`config.mk`:
```
export PLATFORM = sky130hd
export DESIGN_NAME = sm4_req_scheduler
export DESIGN_NICKNAME = d
export VERILOG_FILES = /design/src/rtl/sm4_req_scheduler.sv
export SDC_FILE = /design/constraint.sdc
export NUM_CORES = 1
export LEC_CHECK = 0
export ABC_AREA = 1
export CORE_AREA = 2 2 405 407
export DETAILED_ROUTE_END_ITERATION = 10
export DIE_AREA = 0 0 407 409
export PLACE_DENSITY_LB_ADDON = 0.08
export RECOVER_POWER = 50
export SETUP_SLACK_MARGIN = 0.05
export SLEW_MARGIN = 20
export SYNTH_ARGS = -nofsm -noshare
export SYNTH_HDL_FRONTEND = slang
export SYNTH_SLANG_ARGS = --single-unit
```
`constraint.sdc`:
```
create_clock -name iClk -period 2.99 [get_ports iClk]
set_input_delay 0.598 -clock iClk [delete_from_list [all_inputs] [get_ports iClk]]
set_output_delay 0.598 -clock iClk [all_outputs]
set_load 0.02 [all_outputs]
```
`src/rtl/sm4_req_scheduler.sv`:
```
// Shares one SM4 core between two requesters: round-robin grant, key-expansion
// caching, and per-phase timeout abort. Every output comes straight from a flop.
module sm4_req_scheduler #(
  parameter int unsigned TIMEOUT_CYCLES = 1024
) (
  input  logic         iClk,
  input  logic         iReset_n,
  input  logic         iReqA_valid,
  input  logic [127:0] iReqA_key,
  input  logic [127:0] iReqA_data,
  input  logic         iReqA_sel,
  input  logic         iReqB_valid,
  input  logic [127:0] iReqB_key,
  input  logic [127:0] iReqB_data,
  input  logic         iReqB_sel,
  output logic         oReqA_accept,
  output logic         oReqB_accept,
  output logic         oRespA_valid,
  output logic         oRespB_valid,
  output logic [127:0] oResp_data,
  output logic         oResp_err,
  output logic [127:0] oCore_key,
  output logic [127:0] oCore_data,
  output logic         oCore_sel,
  output logic         oCore_keyexp_en,
  output logic         oCore_encdec_en,
  input  logic         iCore_keyexp_ready,
  input  logic         iCore_ready,
  input  logic [127:0] iCore_result,
  output logic         oBusy,
  output logic         oKey_cached
);

  localparam logic [1:0] ST_IDLE   = 2'd0;
  localparam logic [1:0] ST_KEYEXP = 2'd1;
  localparam logic [1:0] ST_CRYPT  = 2'd2;
  localparam logic [1:0] ST_RESP   = 2'd3;

  localparam int unsigned TW = (TIMEOUT_CYCLES > 2) ? $clog2(TIMEOUT_CYCLES) : 1;
  // Abort on the edge where the counter would reach TIMEOUT_CYCLES-1.
  localparam logic [TW-1:0] TABORT = TW'(TIMEOUT_CYCLES - 2);

  logic [1:0]    state_q, state_d;
  logic          owner_q, owner_d;      // 0 = A, 1 = B
  logic          rr_last_q, rr_last_d;  // 0 = A, 1 = B
  logic          key_valid_q, key_valid_d;
  logic [127:0]  cache_key_q, cache_key_d;
  logic [TW-1:0] timer_q, timer_d;
  logic [127:0]  result_q, result_d;
  logic          err_q, err_d;
  logic          acc_a_q, acc_a_d, acc_b_q, acc_b_d;
  logic          resp_a_q, resp_a_d, resp_b_q, resp_b_d;
  logic [127:0]  resp_data_q, resp_data_d;
  logic          resp_err_q, resp_err_d;
  logic [127:0]  core_key_q, core_key_d, core_data_q, core_data_d;
  logic          core_sel_q, core_sel_d;
  logic          keyexp_en_q, keyexp_en_d, encdec_en_q, encdec_en_d;
  logic          busy_q, busy_d;

  logic          grant_b;
  logic [127:0]  grant_key;
  logic          timer_hit;

  assign grant_b   = iReqB_valid && (!iReqA_valid || !rr_last_q);
  assign grant_key = grant_b ? iReqB_key : iReqA_key;
  assign timer_hit = (timer_q == TABORT);

  always_comb begin
    state_d     = state_q;
    owner_d     = owner_q;
    rr_last_d   = rr_last_q;
    key_valid_d = key_valid_q;
    cache_key_d = cache_key_q;
    timer_d     = timer_q;
    result_d    = result_q;
    err_d       = err_q;
    acc_a_d     = 1'b0;
    acc_b_d     = 1'b0;
    resp_a_d    = 1'b0;
    resp_b_d    = 1'b0;
    resp_data_d = resp_data_q;
    resp_err_d  = resp_err_q;
    core_key_d  = core_key_q;
    core_data_d = core_data_q;
    core_sel_d  = core_sel_q;
    keyexp_en_d = keyexp_en_q;
    encdec_en_d = encdec_en_q;

    case (state_q)
      ST_IDLE: begin
        if (iReqA_valid || iReqB_valid) begin
          owner_d     = grant_b;
          rr_last_d   = grant_b;
          acc_a_d     = !grant_b;
          acc_b_d     = grant_b;
          core_key_d  = grant_key;
          core_data_d = grant_b ? iReqB_data : iReqA_data;
          core_sel_d  = grant_b ? iReqB_sel : iReqA_sel;
          timer_d     = '0;
          err_d       = 1'b0;
          if (key_valid_q && (grant_key == cache_key_q)) begin
            state_d     = ST_CRYPT;
            encdec_en_d = 1'b1;
          end else begin
            state_d     = ST_KEYEXP;
            keyexp_en_d = 1'b1;
            key_valid_d = 1'b0;
          end
        end
      end
      ST_KEYEXP: begin
        if (iCore_keyexp_ready) begin
          cache_key_d = core_key_q;
          key_valid_d = 1'b1;
          keyexp_en_d = 1'b0;
          encdec_en_d = 1'b1;
          timer_d     = '0;
          state_d     = ST_CRYPT;
        end else if (timer_hit) begin
          keyexp_en_d = 1'b0;
          key_valid_d = 1'b0;
          result_d    = '0;
          err_d       = 1'b1;
          state_d     = ST_RESP;
        end else begin
          timer_d = timer_q + TW'(1);
        end
      end
      ST_CRYPT: begin
        if (iCore_ready) begin
          result_d    = iCore_result;
          err_d       = 1'b0;
          encdec_en_d = 1'b0;
          state_d     = ST_RESP;
        end else if (timer_hit) begin
          encdec_en_d = 1'b0;
          key_valid_d = 1'b0;
          result_d    = '0;
          err_d       = 1'b1;
          state_d     = ST_RESP;
        end else begin
          timer_d = timer_q + TW'(1);
        end
      end
      default: begin
        resp_a_d    = !owner_q;
        resp_b_d    = owner_q;
        resp_data_d = result_q;
        resp_err_d  = err_q;
        state_d     = ST_IDLE;
      end
    endcase

    busy_d = (state_d != ST_IDLE);
  end

  always_ff @(posedge iClk or negedge iReset_n) begin
    if (!iReset_n) begin
      state_q     <= ST_IDLE;
      owner_q     <= 1'b0;
      rr_last_q   <= 1'b1;
      key_valid_q <= 1'b0;
      cache_key_q <= '0;
      timer_q     <= '0;
      result_q    <= '0;
      err_q       <= 1'b0;
      acc_a_q     <= 1'b0;
      acc_b_q     <= 1'b0;
      resp_a_q    <= 1'b0;
      resp_b_q    <= 1'b0;
      resp_data_q <= '0;
      resp_err_q  <= 1'b0;
      core_key_q  <= '0;
      core_data_q <= '0;
      core_sel_q  <= 1'b0;
      keyexp_en_q <= 1'b0;
      encdec_en_q <= 1'b0;
      busy_q      <= 1'b0;
    end else begin
      state_q     <= state_d;
      owner_q     <= owner_d;
      rr_last_q   <= rr_last_d;
      key_valid_q <= key_valid_d;
      cache_key_q <= cache_key_d;
      timer_q     <= timer_d;
      result_q    <= result_d;
      err_q       <= err_d;
      acc_a_q     <= acc_a_d;
      acc_b_q     <= acc_b_d;
      resp_a_q    <= resp_a_d;
      resp_b_q    <= resp_b_d;
      resp_data_q <= resp_data_d;
      resp_err_q  <= resp_err_d;
      core_key_q  <= core_key_d;
      core_data_q <= core_data_d;
      core_sel_q  <= core_sel_d;
      keyexp_en_q <= keyexp_en_d;
      encdec_en_q <= encdec_en_d;
      busy_q      <= busy_d;
    end
  end

  assign oReqA_accept    = acc_a_q;
  assign oReqB_accept    = acc_b_q;
  assign oRespA_valid    = resp_a_q;
  assign oRespB_valid    = resp_b_q;
  assign oResp_data      = resp_data_q;
  assign oResp_err       = resp_err_q;
  assign oCore_key       = core_key_q;
  assign oCore_data      = core_data_q;
  assign oCore_sel       = core_sel_q;
  assign oCore_keyexp_en = keyexp_en_q;
  assign oCore_encdec_en = encdec_en_q;
  assign oBusy           = busy_q;
  assign oKey_cached     = key_valid_q;

endmodule

```
==> out/summary.json <==
{
  "run_status": {
    "violations_in_the_final_reports": "max-capacitance violations, max-slew violations",
    "status": "finished with violations"
  },
  "place": {
    "placement.io_buffers": 1041,
    "gp_congestion": 0.870,
    "place_area_mm2": 0.0453,
    "pre_cts_ws_ns": -0.905,
    "place_inst": 7103,
    "place.detailed.hpwl_um": 134000
  },
  "floorplan": {
    "starting_density_pct": 18.9,
    "die_area_mm2": 0.166,
    "rows": 148,
    "core_area_mm2": 0.162,
    "num_io_pins": 1042,
    "dieWidth_um": 407,
    "die_h_um": 409
  },
  "sta": {
    "grt_setup_unrepaired": "yes",
    "report.final.slew_viol_count": 296,
    "setup_violations": 0,
    "max_freq_mhz": 355,
    "worst_pin_slew_ns": 1.88,
    "layout_min_cycle_time_ns": 2.82,
    "post-route-period-util_pct": 94.2,
    "fin_hold_ws_ns": 0.452,
    "layout_setup_ws_ns": 0.173,
    "hold_viol_final": 0,
    "clock_skew_ns": 0.0322,
    "relSlewSlack_pct": -25.4
  },
  "finish": {
    "fillerInstances": 17400,
    "layout-drive-gt1-share_pct": 9.45,
    "final_cell_mix": "1231 x sky130_fd_sc_hd__nand2_1, 1038 x sky130_fd_sc_hd__clkdlybuf4s50_1, 664 x sky130_fd_sc_hd__dfrtp_1, 483 x sky130_fd_sc_hd__o21ai_0, 473 x sky130_fd_sc_hd__nand3_1",
    "final_common_cell": "sky130_fd_sc_hd__nand2_1",
    "layoutNonFillerInstCount": 7302,
    "final_nets": 5696,
    "postLayoutCellArea_mm2": 0.0489,
    "syn2layout_area_growth_pct": 60.2
  },
  "synth": {
    "ys_top_cells_by_area": "sky130_fd_sc_hd__dfrtp_1 54%, sky130_fd_sc_hd__nand2_1 16%, sky130_fd_sc_hd__nand3_1 8.1%, sky130_fd_sc_hd__o21ai_0 8.0%, sky130_fd_sc_hd__inv_1 5.7%",
    "post_synth_mux_area_share_pct": 0,
    "syn-num-nets": 4512,
    "post_synth_and_or_nand_nor_area_fraction_pct": 26.9,
    "synthesis.area_per_instance_um2": 7.92,
    "fraction_of_the_yosys_area_taken_by_sequential_cells_pct": 54.5,
    "yosys_top_cell_area_share_pct": 54.4,
    "yosys.area_share.adder_pct": 0.287,
    "yosysTopAreaCell": "sky130_fd_sc_hd__dfrtp_1",
    "post_synth_instance_area_mm2": 0.0306,
    "synth_top_family_by_area": "simple AND/OR/NAND/NOR gates",
    "xor_xnor_share_of_the_synthesized_area_pct": 0.401,
    "post_synthesis_compound_gate_area_fraction_pct": 9.15,
    "postSynthCellCount": 3857,
    "yosys_register_bits": 665,
    "synthDistinctLibCells": 31,
    "yosys_warning_total": 0
  },
  "clocking": {
    "clk_pin_slew_worst_paths_ns": 0.06,
    "cts_sinks": 665,
    "tritoncts": "built",
    "cts_root_buf": "sky130_fd_sc_hd__clkbuf_16",
    "clock_latency_ns": 0.70,
    "tritoncts_buffers": 89,
    "cts.path.max_buffers": 3,
    "htree_num_levels": 3
  },
  "global_routing": {
    "number_of_antenna_violations_at_the_first_check_in_global_routing": 67,
    "grt_pass1_wl_um": 238000,
    "grt_overflow": 0,
    "gr-usage-all-layers_pct": 20.1,
    "grt_pass1_vias": 30700,
    "grt_start_max_net_pins": 165
  },
  "detailed_routing": {
    "drt_drc_violations_left": 0,
    "dr_total_vias": 30400,
    "wire_per_inst_um": 23.5,
    "drt-initial-drc-count": 2057,
    "detail_route.vias_per_cell": 4.16,
    "ant_nets": 0,
    "detail_route.wirelength_um": 172000,
    "drt_first_pass_iters": 5
  },
  "worst_setup_path": {
    "worst-endpoint-required_ns": 3.57,
    "critical_path_peak_fanout": 8,
    "setup.worst_path.class": "reg -> reg",
    "critPathArrivalTime_ns": 3.39,
    "worstSetupStartpointType": "register",
    "cp-end-kind": "register"
  },
  "power_and_ir_drop": {
    "ir_drop_mv": 0.564,
    "cellPowerDensity_mw_per_mm2": 1060,
    "power.leakage_uw": 0.0226
  },
  "worst_hold_path": {
    "hp-class": "in -> reg"
  },
  "flow_run": {
    "maxCapViolations": 3
  }
}
-- final timing paths --
path	from	to	slack, ns	depth (start not counted)
worst min-delay path	iReqA_data[56]	oCore_data[56]$_DFFE_PN0P_	0.45	3
worst max-delay path	rr_last_q$_DFFE_PN1P_	oKey_cached$_DFFE_PN0P_	0.17	19
min in group asynchronous	iReset_n	oCore_key[37]$_DFFE_PN0P_	0.96	2
worst max register to register	rr_last_q$_DFFE_PN1P_	oKey_cached$_DFFE_PN0P_	0.17	19
max in group asynchronous	iReset_n	oCore_key[28]$_DFFE_PN0P_	0.30	3
worst min register to register	owner_q$_DFFE_PN0P_	oRespA_valid$_DFF_PN0_	0.46	1
-- sequential cells by signal (all words and copies together) (netlist names), 2 cells and up --
signal / cells
oResp_data: 128
oCore_key: 128
state_q: 2
oCore_data: 128
cache_key_q: 128
result_q: 128
timer_q: 10
-- cells by family (layout without fill, tap and decap cells) --
logic type | Yosys count | count (layout)
compound gates | 549 | 549
xor+xnor | 14 | 14
fa+ha+maj | 7 | 7
buf+inv | 680 | 1933
flops | 665 | 665
other cells | 0 | 17
simple gates | 1942 | 1942
-- worst max-delay path, cell delays in order (launching register included) --
cell and delay (ns):
sky130_fd_sc_hd__dfstp_2 0.60, sky130_fd_sc_hd__nand2_8 0.09, sky130_fd_sc_hd__nand2_8 0.12, sky130_fd_sc_hd__buf_12 0.18
sky130_fd_sc_hd__buf_12 0.12, sky130_fd_sc_hd__buf_16 0.11, sky130_fd_sc_hd__o21ai_1 0.06, sky130_fd_sc_hd__buf_4 0.14
sky130_fd_sc_hd__nand2_1 0.06, sky130_fd_sc_hd__o21ai_1 0.08, sky130_fd_sc_hd__nor2_2 0.21, sky130_fd_sc_hd__nand2_1 0.07
sky130_fd_sc_hd__nor2_1 0.10, sky130_fd_sc_hd__nand2_1 0.11, sky130_fd_sc_hd__nor2_4 0.15, sky130_fd_sc_hd__nand3_4 0.15
sky130_fd_sc_hd__nand2_4 0.12, sky130_fd_sc_hd__nand2_2 0.07, sky130_fd_sc_hd__nand4_1 0.08, sky130_fd_sc_hd__nand2_1 0.06
-- repair_timing --
item,CTS,global route
pin swaps,8,32
endpoints found under the hold margin,25,0
gates resized for setup,27,88
hold buffers,1,0
buffers inserted,8,8
gates cloned,3,4
endpoints found under the setup margin,6,6
-- where the power goes --
| part | switching (uW) | internal (uW) |
|---|---|---|
| sequential | 2910 | 13500 |
| combinational | 14600 | 9720 |
| clock | 4620 | 6460 |
-- area by class of cell --
class                      count  area [um^2]  area share (%)
tap                         2175         2720            5.56
timing repair buffer        1311        13200            26.9
multi-input combinational   2512        11600            23.7
clock buffer                 131         2490            5.10
antenna                       17         42.5          0.0869
sequential                   665        16600            34.0
clock inverter                29          513            1.05
inverter                     462         1750            3.57
-- cells in the mapped netlist (all sizes together) --
master and n:
nand2 1264, nor3b 1, dfrtp 664, nand3b 63, xor2 12, o211ai 3, nor2 91, nor3 5
nand3 497, o21ai 510, ha 7, buf 67, nand4 15, a21oi 9, o22ai 2, dfstp 1
clkbuf 151, or2 4, xnor2 2, a311oi 1, clkinv 2, a31oi 21, inv 460, a211oi 3
and2 2
-- metal layers --
layer  track usage, %  wire length, um
met2             35.6            87000
met1             23.2            67500
met4             6.08             5530
met3             5.80            11500
met5                0              381
-- through the flow --
step,util [%],setup TNS (ns),total power [uW]
6_report,30.2,0,51800
5_1_grt,30.2,-0.0432,55300
4_1_cts,30.0,0,52600
2_1_floorplan,-,0,27000
3_5_place_dp,28.0,-5.29,40900
3_3_place_gp,28.0,-5.24,40900
(Power assumes the default switching activity.)
